## src/rtl/packet_arbiter.sv

```systemverilog
// packet_arbiter: merges valid/ready streams into one, tagging the source index in the header.
// Define PACKET_ARBITER_RR_EN for round-robin; otherwise fixed priority (lowest index wins).
module packet_arbiter #(
  parameter int p_nbits   = 32,
  parameter int p_ninputs = 8
) (
  input  logic                                  clk,
  input  logic                                  reset,
  input  logic [p_ninputs-1:0]                  valid,
  output logic [p_ninputs-1:0]                  ready,
  input  logic [p_nbits-$clog2(p_ninputs)-1:0]  message_in [p_ninputs],
  output logic                                  valid_out,
  input  logic                                  ready_out,
  output logic [p_nbits-1:0]                    message_out
);

  localparam int H = $clog2(p_ninputs);
  localparam int W = p_nbits - H;

  logic         full_q, full_d;
  logic [H-1:0] hdr_q, hdr_d;
  logic [W-1:0] pay_q, pay_d;
  logic [H-1:0] ptr;

  logic [p_ninputs-1:0] grant;
  logic [H-1:0]         gidx;
  logic [H-1:0]         idx;
  logic                 found;
  logic                 can_accept;
  logic                 xfer;

`ifdef PACKET_ARBITER_RR_EN
  logic [H-1:0] ptr_q, ptr_d;

  assign ptr = ptr_q;

  always_comb begin
    ptr_d = ptr_q;
    if (xfer) ptr_d = gidx + 1'b1;
  end

  always_ff @(posedge clk) begin
    if (reset) ptr_q <= '0;
    else       ptr_q <= ptr_d;
  end
`else
  assign ptr = '0;
`endif

  // Scan upward from ptr; H-bit arithmetic wraps because p_ninputs is 2^H.
  always_comb begin
    grant = '0;
    gidx  = '0;
    idx   = '0;
    found = 1'b0;
    for (int k = 0; k < p_ninputs; k++) begin
      idx = ptr + H'(k);
      if (!found && valid[idx]) begin
        grant[idx] = 1'b1;
        gidx       = idx;
        found      = 1'b1;
      end
    end
  end

  assign can_accept = !full_q || ready_out;
  assign ready      = (can_accept && !reset) ? grant : '0;
  assign xfer       = found && can_accept && !reset;

  always_comb begin
    full_d = full_q;
    hdr_d  = hdr_q;
    pay_d  = pay_q;
    if (xfer) begin
      full_d = 1'b1;
      hdr_d  = gidx;
      pay_d  = message_in[gidx];
    end else if (ready_out) begin
      full_d = 1'b0;
    end
  end

  always_ff @(posedge clk) begin
    if (reset) begin
      full_q <= 1'b0;
      hdr_q  <= '0;
      pay_q  <= '0;
    end else begin
      full_q <= full_d;
      hdr_q  <= hdr_d;
      pay_q  <= pay_d;
    end
  end

  assign valid_out   = full_q;
  assign message_out = {hdr_q, pay_q};

endmodule

```

## config.mk

```make
export PLATFORM = sky130hd
export DESIGN_NAME = packet_arbiter
export DESIGN_NICKNAME = d
export VERILOG_FILES = /design/src/rtl/packet_arbiter.sv
export SDC_FILE = /design/constraint.sdc
export NUM_CORES = 1
export LEC_CHECK = 0
export CAP_MARGIN = 20
export CORE_MARGIN = 10
export CORE_UTILIZATION = 34
export CTS_CLUSTER_DIAMETER = 60
export DETAILED_ROUTE_END_ITERATION = 8
export HOLD_SLACK_MARGIN = 0.06
export PLACE_DENSITY = 0.88
export SYNTH_ARGS = -nofsm -noshare
export SYNTH_HDL_FRONTEND = slang
export SYNTH_SLANG_ARGS = --single-unit
```

## constraint.sdc

```tcl
create_clock -name clk -period 4.6 [get_ports clk]
set_input_delay 0.92 -clock clk [delete_from_list [all_inputs] [get_ports clk]]
set_output_delay 0.92 -clock clk [all_outputs]
set_load 0.02 [all_outputs]
```

**Word level (Yosys, flattened, before mapping)**

Cells that the tools add are included.

- Flip-flop bits (word level): 33
- Latch bits: 0
- RAM bits: 0
- Memory bits (read-only): 0
- Word-level logic and storage cells: 55
- Memories kept: 0

- $add $sub $neg: 0
- $mul: 0
- Divide/modulo/power cells: 0
- Order comparisons: 1
- Equality and inequality tests: 0
- Shift operators: 0
- Multiplexer cells: 29
- Bitwise logic cells: 1
- Reductions and logical operators: 21

Operators by type and width:

| cell | number |
|---|---|
| binary-select mux 29 bit (select 3 bit) | 1 |
| 2-to-1 mux 29 bit | 2 |
| 2-to-1 mux 8 bit | 2 |
| 2-to-1 mux 3 bit | 5 |
| 2-to-1 mux 1 bit | 12 |
| logical AND 1 bit | 10 |
| zero test 1 bit | 9 |
| 2-to-1 mux 7 bit | 1 |
| 2-to-1 mux 2 bit | 3 |
| 2-to-1 mux 6 bit | 1 |
| 2-to-1 mux 5 bit | 1 |
| greater-or-equal comparator 4 bit, second input constant | 1 |
| 2-to-1 mux 4 bit | 1 |
| NOT 3 -> 4 bit | 1 |
| nonzero test 2 bit | 1 |
| logical OR 1 bit | 1 |

**Depth between registers and ports, before layout**

Gate-level depths: netlist of run 1.

- Depth in word-level cells: 26
- Depth in mapped cells: 8
- Mapped depth without buffers: 6

**Worst setup path after synthesis of run 1**

OpenSTA, ideal clock, no wires.

- Path type: in2out
- Start: input reset
- End: output ready[3]
- Data arrival time: 1821 ps
- Required time: 3680 ps
- Path slack: 1859 ps
- Stages on the path: 4
- Buffers on the path: 2
- Path through: clkbuf_1 nor2b_1 clkbuf_1 and4b_1

- Word-level cells in the longest chain between the ends: 3

RTL lines:

| element | line | text |
|---|---|---|
| start, declared | 8 | `input logic reset,` |
| zero test 1 bit | 67 | `assign ready = (can_accept && !reset) ? grant : '0;` |
| logical AND 1 bit | 67 |  |
| 2-to-1 mux 8 bit | 67 |  |
| end, declared | 10 | `output logic [p_ninputs-1:0] ready,` |

No other way between the ends.

**Worst setup path after layout of run 1**

- Start: input ready_out
- End: output ready[6]

- Word-level cells in the longest chain between the ends: 3

RTL lines:

| element | line | text |
|---|---|---|
| start, declared | 13 | `input logic ready_out,` |
| logical OR 1 bit | 66 | `assign can_accept = !full_q \|\| ready_out;` |
| logical AND 1 bit | 67 |  |
| 2-to-1 mux 8 bit | 67 |  |

No other way between the ends.

==> results.sh, run 1 <==
export IMPL_status="finished, final reports clean"
export IMPL_critPathSlowestCell="clkdlybuf4s50_1"
export IMPL_drt_iter0_markers=299
export IMPL_dp_cells=700
export IMPL_routed_via_density=5.61
export IMPL_drtPass1Iterations=6
export IMPL_seq_area_frac_synth=0.215
export IMPL_nFillCells=675
export IMPL_clock_latency_ns=0.28
export IMPL_finClkSkew_ns=0.00387
export IMPL_final_area_sq_um=6140
export IMPL_register_area_sq_um=661
export IMPL_cts_setup_buffers=0
export IMPL_drc=0
export IMPL_numPortBuffers=283
export IMPL_hold_viol=0
export IMPL_cpPeakStageDelay_ns=0.64
export IMPL_place_area_sq_um=6020
export IMPL_period_share=0.863
export IMPL_reg2regPathDepth=6
export IMPL_tightest_slew_ns=0.826
export IMPL_place_congestion=0.870
export IMPL_die_area_sq_um=13300
export IMPL_first_global_vias=4417
export IMPL_syn_area_sq_um=3080
export IMPL_grt_first_pass_wirelength_um=24200
export IMPL_synthCells=329
export IMPL_postCtsResizedCells=0
export IMPL_path_cells="clkdlybuf4s50_1, nand2b_1, nor2b_1, nand2_2, nor2_1, clkdlybuf4s50_1"
export IMPL_fin_util=0.700
export IMPL_required_ns=3.68
export IMPL_numCtsBuffers=5
export IMPL_rsz0062_at_grt="false"
export IMPL_holdPathStages=2
export IMPL_vias=3978
export IMPL_clockRootBuffer="clkbuf_8"
export IMPL_antenna_found_initial=0
export IMPL_fp_dieH_um=115
export IMPL_area_growth_pct=99.4
export IMPL_track_usage=0.230
export IMPL_cts_max_path_buffers=2
export IMPL_drv_slew=0
export IMPL_row_count=34
export IMPL_cts_hold_buf=0
export IMPL_avgSynthCellArea_sq_um=9.35
export IMPL_crit_path_start_kind="primary input"
export IMPL_crit_type="in -> out"
export IMPL_cp_arrival_ns=3.05
export IMPL_grt_remaining_overflow=0
export IMPL_drt_wl_total_um=16400
export IMPL_ir_drop_v=0.000115
export IMPL_core_area_sq_um=8760
export IMPL_wl_per_cell_um=23.2
export IMPL_max_freq_mhz=252
export IMPL_tns_ns=0
export IMPL_post_dp_hpwl_um=13800
export IMPL_drive_above_1_share=0.170
export IMPL_start_util=0.351
export IMPL_min_path_type="reg -> reg"
export IMPL_synth_warnings=0
export IMPL_tritoncts="yes"
export IMPL_end_kind="output port"
export IMPL_path_max_fanout=9
export IMPL_stdcell_count=709
export IMPL_p_leak_nw=2.39
export IMPL_final_setup_viol_count=0
export IMPL_period_needed_ns=3.97
export IMPL_multi_input_area_sq_um=2310
export IMPL_drv_cap=0
export IMPL_path_clk_slew_ns=0.07
export IMPL_ant_nets=0
export IMPL_chipWidth_um=115
export IMPL_htreeDepth=2
export IMPL_ys_ff_latch=33
export IMPL_cts_sinks=33
export IMPL_grt_max_degree=35
export IMPL_io_pins=284
export IMPL_slew_headroom=0.450
export IMPL_crit_top_cell="clkdlybuf4s50_1"
export IMPL_n_antenna_cell=0
export IMPL_yosysUniqueCellTypes=36
export IMPL_syn_nets=572
export IMPL_powerDensity_nw_per_um2=178
export IMPL_finalNetCount=843
==> area by class of cell <==
class                      count  share of cell area
clock buffer                   7              0.0157
multi-input combinational    264               0.377
inverter                       2             0.00122
timing repair buffer         294               0.476
clock inverter                 1            0.000816
tap                          108              0.0220
sequential                    33               0.108
==> synthesized netlist by cell type (all sizes together) <==
| cell | n | area (sq um) |
|---|---|---|
| nand2 | 20 | 77.6 |
| o31ai | 2 | 20.0 |
| a21oi | 31 | 155 |
| a31oi | 1 | 6.26 |
| and3 | 3 | 18.8 |
| nor2 | 11 | 41.3 |
| and2 | 1 | 6.26 |
| a2bb2oi | 14 | 123 |
| nor2b | 1 | 6.26 |
| or2 | 1 | 6.26 |
| and4b | 1 | 10.0 |
| clkbuf | 19 | 71.3 |
| dfxtp | 33 | 661 |
| inv | 2 | 7.51 |
| o21ai | 2 | 10.0 |
| a221oi | 2 | 23.8 |
| a222oi | 15 | 150 |
| buf | 11 | 56.3 |
| nor4 | 1 | 12.5 |
| nand2b | 4 | 25.0 |
| or3 | 2 | 12.5 |
| mux2i | 42 | 420 |
| nand3 | 1 | 5.00 |
| o221a | 14 | 158 |
| nor3 | 4 | 31.3 |
| mux2 | 74 | 833 |
| a41oi | 1 | 8.76 |
| a22oi | 16 | 120 |
==> layout by cell type (no fill, tap or decap), types with 2 or more instances in the layout <==
cell type | netlist | final
clkdlybuf4s50_1 | 0 | 283
mux2_2 | 71 | 71
mux2i_1 | 42 | 42
dfxtp_1 | 33 | 33
a21oi_1 | 31 | 31
nand2_1 | 19 | 18
a22oi_1 | 16 | 16
a222oi_1 | 15 | 15
a2bb2oi_1 | 14 | 14
nor2_1 | 11 | 11
o221a_1 | 10 | 10
buf_4 | 1 | 10
clkbuf_8 | 0 | 7
nand2b_1 | 4 | 4
o221a_2 | 4 | 4
and3_1 | 3 | 3
mux2_1 | 3 | 3
inv_1 | 2 | 2
nor3_1 | 3 | 2
nand2_2 | 1 | 2
or3_1 | 2 | 2
==> worst max-delay path: cells and delay by family <==
kind / cells / cell delay (ns)
buffers and inverters: 2 / 1.09
AND/OR/NAND/NOR: 4 / 1.04
==> routing by layer <==
| layer | global-route usage | up-vias | wire [um] |
|---|---|---|---|
| met5 | 0 | - | 0 |
| li1 | - | 1848 | - |
| met1 | 0.229 | 1880 | 5590 |
| met2 | 0.425 | 216 | 8770 |
| met4 | 0.0800 | 0 | 552 |
| met3 | 0.0875 | 34 | 1520 |
==> metrics by stage <==
stage / power [mW] / worst slack (ns) / hold slack (ns)
floorplan: 0.541 / 1.86 / 0.543
global placement: 0.832 / 0.786 / 0.463
detailed placement: 0.845 / 0.668 / 0.469
CTS: 1.10 / 0.653 / 0.482
global route: 1.14 / 0.518 / 0.506
finish: 1.09 / 0.631 / 0.477
==> registers in the layout (all words and copies together), names as in the netlist <==
register	count
hdr_q	3
pay_q	29
valid_out	1
==> where the power goes <==
| group | switching [mW] | total [mW] | internal, mW |
|---|---|---|---|
| combinational | 0.189 | 0.524 | 0.335 |
| sequential | 0.0120 | 0.320 | 0.308 |
| clock | 0.112 | 0.247 | 0.135 |
| total | 0.313 | 1.09 | 0.778 |
==> kinds of logic (layout without fill, tap and decap cells) <==
group / after synthesis / in the layout / synth area share
AND/OR/NAND/NOR: 50 / 50 / 0.0821
buffers and inverters: 32 / 304 / 0.0439
AO/OA/AOI/OAI: 98 / 98 / 0.252
flip-flops: 33 / 33 / 0.215
multiplexers: 116 / 116 / 0.407
==> final timing paths <==
| check | start | to | slack [ns] |
|---|---|---|---|
| max | ready_out | ready[6] | 0.63 |
| min | hdr_q[2] | hdr_q[2] | 0.48 |
| max reg2reg | valid_out | pay_q[19] | 2.18 |
| min reg2reg | hdr_q[2] | hdr_q[2] | 0.48 |
(Power assumes the default switching activity.)
==> run 2, diff against run 1 <==
CORE_AREA = 10 10 102 104   (was unset)
CORE_MARGIN = unset   (was 10)
CORE_UTILIZATION = unset   (was 34)
DIE_AREA = 0 0 112 114   (was unset)
DONT_BUFFER_PORTS = 1   (was unset)
PLACE_DENSITY = unset   (was 0.88)
==> run 2 against run 1 <==
- sequential cell count did not move
- first-iteration DRC count shrank 33%
- critical endpoint unchanged
- die area down 3.7%
- clock power is 11% lower
- critical path type unchanged
- via count fell by 30%
- total power fell by 27%
- largest power group is now registers
==> results.sh, run 2 (synthesized netlist as in run 1, its figures left out) <==
export IMPL_status="finished, final reports clean"
export IMPL_period_share=0.709
export IMPL_drv_cap=0
export IMPL_start_util=0.363
export IMPL_reg2reg_to="pay_q[11]"
export IMPL_drtPass1Iterations=6
export IMPL_stdcell_count=424
export IMPL_finClkSkew_ns=0.00287
export IMPL_grt_first_pass_wirelength_um=18200
export IMPL_crit_type="in -> out"
export IMPL_path_max_fanout=11
export IMPL_io_pins=284
export IMPL_period_needed_ns=3.26
export IMPL_chipWidth_um=112
export IMPL_end_kind="output port"
export IMPL_fp_dieH_um=114
export IMPL_tritoncts="yes"
export IMPL_numCtsBuffers=5
export IMPL_cp_arrival_ns=2.34
export IMPL_core_area_sq_um=8470
export IMPL_finalNetCount=558
export IMPL_path_clk_slew_ns=0.07
export IMPL_die_area_sq_um=12800
export IMPL_reg2reg_from="valid_out"
export IMPL_clockRootBuffer="clkbuf_8"
export IMPL_track_usage=0.175
export IMPL_cts_setup_buffers=0
export IMPL_rsz0062_at_grt="false"
export IMPL_reg2regPathDepth=6
export IMPL_grt_max_degree=45
export IMPL_postCtsResizedCells=0
export IMPL_crit_path_start_kind="primary input"
export IMPL_final_setup_viol_count=0
export IMPL_max_flop_register="pay_q"
export IMPL_slew_headroom=0.273
export IMPL_reg2reg_slack_ns=1.89
export IMPL_place_congestion=0.802
export IMPL_max_freq_mhz=307
export IMPL_drt_wl_total_um=12400
export IMPL_drc=0
export IMPL_final_cell_mix="71 x mux2_2, 42 x mux2i_1, 33 x dfxtp_1"
export IMPL_powerDensity_nw_per_um2=242
export IMPL_antenna_found_initial=0
export IMPL_drive_above_1_share=0.316
export IMPL_critical_path_startpoint="ready_out"
export IMPL_row_count=34
export IMPL_largest_register_ffs=29
export IMPL_critPathSlowestCell="nor2b_1"
export IMPL_path_buf_inv=0
export IMPL_final_common_cell="mux2_2"
export IMPL_n_antenna_cell=0
export IMPL_ant_nets=0
export IMPL_first_global_vias=3076
export IMPL_clock_latency_ns=0.28
export IMPL_cpPeakStageDelay_ns=0.63
export IMPL_cp_depth=4
export IMPL_hold_viol=0
export IMPL_tightest_slew_ns=1.09
export IMPL_area_growth_pct=7.20
export IMPL_cts_max_path_buffers=2
export IMPL_fin_util=0.390
export IMPL_crit_family="simple AND/OR/NAND/NOR gates"
export IMPL_routed_via_density=6.56
export IMPL_tns_ns=0
export IMPL_ir_drop_v=0.000130
export IMPL_cts_sinks=33
export IMPL_min_path_type="reg -> reg"
export IMPL_p_leak_nw=1.28
export IMPL_drt_iter0_markers=199
export IMPL_required_ns=3.68
export IMPL_worstSetupEndpoint="ready[6]"
export IMPL_total_power_mw=0.798
export IMPL_grt_remaining_overflow=0
export IMPL_dp_cells=413
export IMPL_vias=2782
export IMPL_wl_per_cell_um=29.1
export IMPL_path_cells="nand2b_1, nor2b_1, nand2_2, nor2_1"
export IMPL_htreeDepth=2
export IMPL_cts_hold_buf=0
export IMPL_drv_slew=0
export IMPL_numPortBuffers=0
export IMPL_post_dp_hpwl_um=10200
==> run 2: routing by layer <==
metal  track usage  wire length, um  vias to the layer above
met1         0.173             4260                     1314
met4        0.0482              180                        0
met5             0                0                        -
met2         0.308             6320                      171
met3        0.0997             1590                       18
li1              -                -                     1279
==> run 2: power breakdown <==
group / switching, mW / internal, mW
logic: 0.103 / 0.123
clock network: 0.115 / 0.105
registers: 0.0449 / 0.308
total: 0.263 / 0.535
==> run 2: worst min path at each step <==
stage / startpoint / to / slack, ns / depth (start not counted)
6_report: hdr_q[2] / hdr_q[2] / 0.58 / 2
5_1_grt: hdr_q[2] / hdr_q[2] / 0.61 / 2
4_1_cts: hdr_q[2] / hdr_q[2] / 0.59 / 2
3_5_place_dp: hdr_q[2] / hdr_q[2] / 0.58 / 2
3_3_place_gp: hdr_q[2] / hdr_q[2] / 0.57 / 2
2_1_floorplan: hdr_q[2] / hdr_q[2] / 0.54 / 2
==> run 2: final cells by class <==
class	count	area, sq um
clock inverters	3	17.5
inverters	2	7.51
clock buffers	5	68.8
fillers	842	5170
flip-flops and latches	33	661
multi-input cells	264	2310
repair buffers	9	96.3
well taps	108	135
==> run 2: metrics by stage <==
stage                     hold WS, ns  cell area [sq um]  setup slack [ns]
after floorplan                 0.543               3080              1.86
after global placement          0.575               3170              1.43
after detailed placement        0.575               3170              1.38
after CTS                       0.587               3260              1.37
after global routing            0.614               3300              1.22
final                           0.584               3300              1.34
==> run 2: worst register-to-register path: stages (launching register included) <==
cell      delay (ns)
dfxtp_1         0.38
nand2b_1        0.13
nor2b_1         0.63
nand2_2         0.25
nor2_1          0.90
a22oi_1         0.19
a21oi_1         0.18
==> run 3, diff against run 2 <==
clock period = 3 ns   (was 4.6 ns; I/O delays follow)
==> run 3 against run 2 <==
- global-route usage shrank 0.20 points
- sequential share of layout area is 0.099 points higher
- clock power increased by 43%
- critical endpoint unchanged
- largest cell class unchanged
==> results.sh, run 3 (synthesized netlist as in run 1, its figures left out) <==
export IMPL_status="finished, final reports clean"
export IMPL_numCtsBuffers=5
export IMPL_total_power_mw=1.20
export IMPL_track_usage=0.173
export IMPL_holdWs_ns=0.383
export IMPL_chipWidth_um=112
export IMPL_gr_max_usage_layer="met2"
export IMPL_holdCritStartpoint="reset"
export IMPL_tns_ns=0
export IMPL_post_dp_hpwl_um=10200
export IMPL_path_cells="or2_1, nor3_4, nand2_2, nor2_1"
export IMPL_cts_max_path_buffers=2
export IMPL_max_freq_mhz=428
export IMPL_critPathSlowestCell="nor2_1"
export IMPL_drtPass1Iterations=6
export IMPL_required_ns=2.40
export IMPL_path_clk_slew_ns=0.07
export IMPL_min_path_type="in -> reg"
export IMPL_ir_drop_v=0.000178
export IMPL_first_global_vias=3065
export IMPL_final_common_cell="mux2_2"
export IMPL_reg2reg_slack_ns=0.88
export IMPL_reg2regPathDepth=7
export IMPL_numPortBuffers=0
export IMPL_reg2reg_to="pay_q[18]"
export IMPL_end_kind="output port"
export IMPL_holdPathStages=1
export IMPL_final_area_sq_um=3280
export IMPL_drv_slew=0
export IMPL_use_met2=0.303
export IMPL_rsz0062_at_grt="false"
export IMPL_drt_iter0_markers=191
export IMPL_powerDensity_nw_per_um2=365
export IMPL_antenna_found_initial=1
export IMPL_final_cell_mix="71 x mux2_2, 42 x mux2i_1, 33 x dfxtp_1"
export IMPL_wl_per_cell_um=28.7
export IMPL_grt_use_met3=0.0887
export IMPL_fp_dieH_um=114
export IMPL_drc=0
export IMPL_tightest_slew_ns=0.662
export IMPL_cpPeakStageDelay_ns=0.41
export IMPL_p_leak_nw=1.28
export IMPL_row_count=34
export IMPL_ant_nets=0
export IMPL_largest_register_ffs=29
export IMPL_cts_setup_buffers=0
export IMPL_grt_max_degree=36
export IMPL_final_setup_worst_slack_ns=0.664
export IMPL_tritoncts="yes"
export IMPL_reg2reg_from="valid_out"
export IMPL_start_util=0.363
export IMPL_vias=2804
export IMPL_htreeDepth=2
export IMPL_cts_sinks=33
export IMPL_place_area_sq_um=3200
export IMPL_cp_arrival_ns=1.74
export IMPL_slew_headroom=0.556
export IMPL_finalNetCount=561
export IMPL_crit_type="in -> out"
export IMPL_area_growth_pct=6.67
export IMPL_max_flop_register="pay_q"
export IMPL_path_max_fanout=7
export IMPL_met1_usage=0.180
export IMPL_io_pins=284
export IMPL_routed_via_density=6.58
export IMPL_period_share=0.779
export IMPL_finClkSkew_ns=0.00274
export IMPL_die_area_sq_um=12800
export IMPL_clock_latency_ns=0.28
export IMPL_drt_wl_total_um=12200
export IMPL_clockRootBuffer="clkbuf_8"
export IMPL_period_needed_ns=2.34
export IMPL_drv_cap=0
export IMPL_postCtsResizedCells=0
export IMPL_core_area_sq_um=8470
export IMPL_grt_remaining_overflow=0
export IMPL_drive_above_1_share=0.319
export IMPL_place_congestion=0.823
export IMPL_hold_viol=0
export IMPL_grt_first_pass_wirelength_um=18100
export IMPL_crit_path_start_kind="primary input"
export IMPL_final_setup_viol_count=0
export IMPL_preCtsSetupSlack_ns=0.513
export IMPL_hold_end="pay_q[5]"
export IMPL_cts_hold_buf=0
[run 3: cell count changes in the layout (fill, tap and decap cells not counted)]
cell,change
buf_4,+6
buf_12,-2
buf_6,-1
clkinv_2,-1
clkinvlp_4,-1
diode_2,+1
[run 3: cell type report]
type | instances | area (sq um)
diodes | 1 | 2.50
clock buffers | 5 | 68.8
clock inverters | 1 | 5.00
fillers | 832 | 5180
inverters | 2 | 7.51
multi-input cells | 264 | 2310
flip-flops and latches | 33 | 661
well taps | 108 | 135
repair buffers | 12 | 90.1
[run 3: routing by layer]
metal	routed length, um	vias to the layer above
met5	0	-
met4	131	0
met3	1550	13
met2	6320	201
met1	4240	1312
li1	-	1278
[run 3: power breakdown]
group	leakage [nW]	switching, mW	total (mW)	internal (mW)
logic	0.972	0.154	0.339	0.186
clock network	0.0399	0.162	0.314	0.153
registers	0.271	0.0700	0.542	0.472
[run 3: worst max path at each step]
stage | endpoint | start | slack, ns | depth (start not counted)
global placement | pay_q[18] | valid[2] | 0.57 | 6
CTS | ready[6] | valid[2] | 0.65 | 4
finish | ready[6] | valid[2] | 0.66 | 4
floorplan | pay_q[28] | valid[2] | 0.78 | 8
detailed placement | pay_q[18] | valid[2] | 0.51 | 6
global route | ready[6] | valid[2] | 0.60 | 4
[run 3: worst max-delay path, delay by kind of cell]
| kind | cells | cell delay [ns] |
|---|---|---|
| and+or+nand+nor | 4 | 1.14 |
[run 3: per-stage QoR]
| stage | instances | utilization |
|---|---|---|
| floorplan | 329 | - |
| global placement | 418 | 0.378 |
| detailed placement | 418 | 0.378 |
| CTS | 424 | 0.386 |
| global route | 426 | 0.388 |
| finish | 426 | 0.388 |
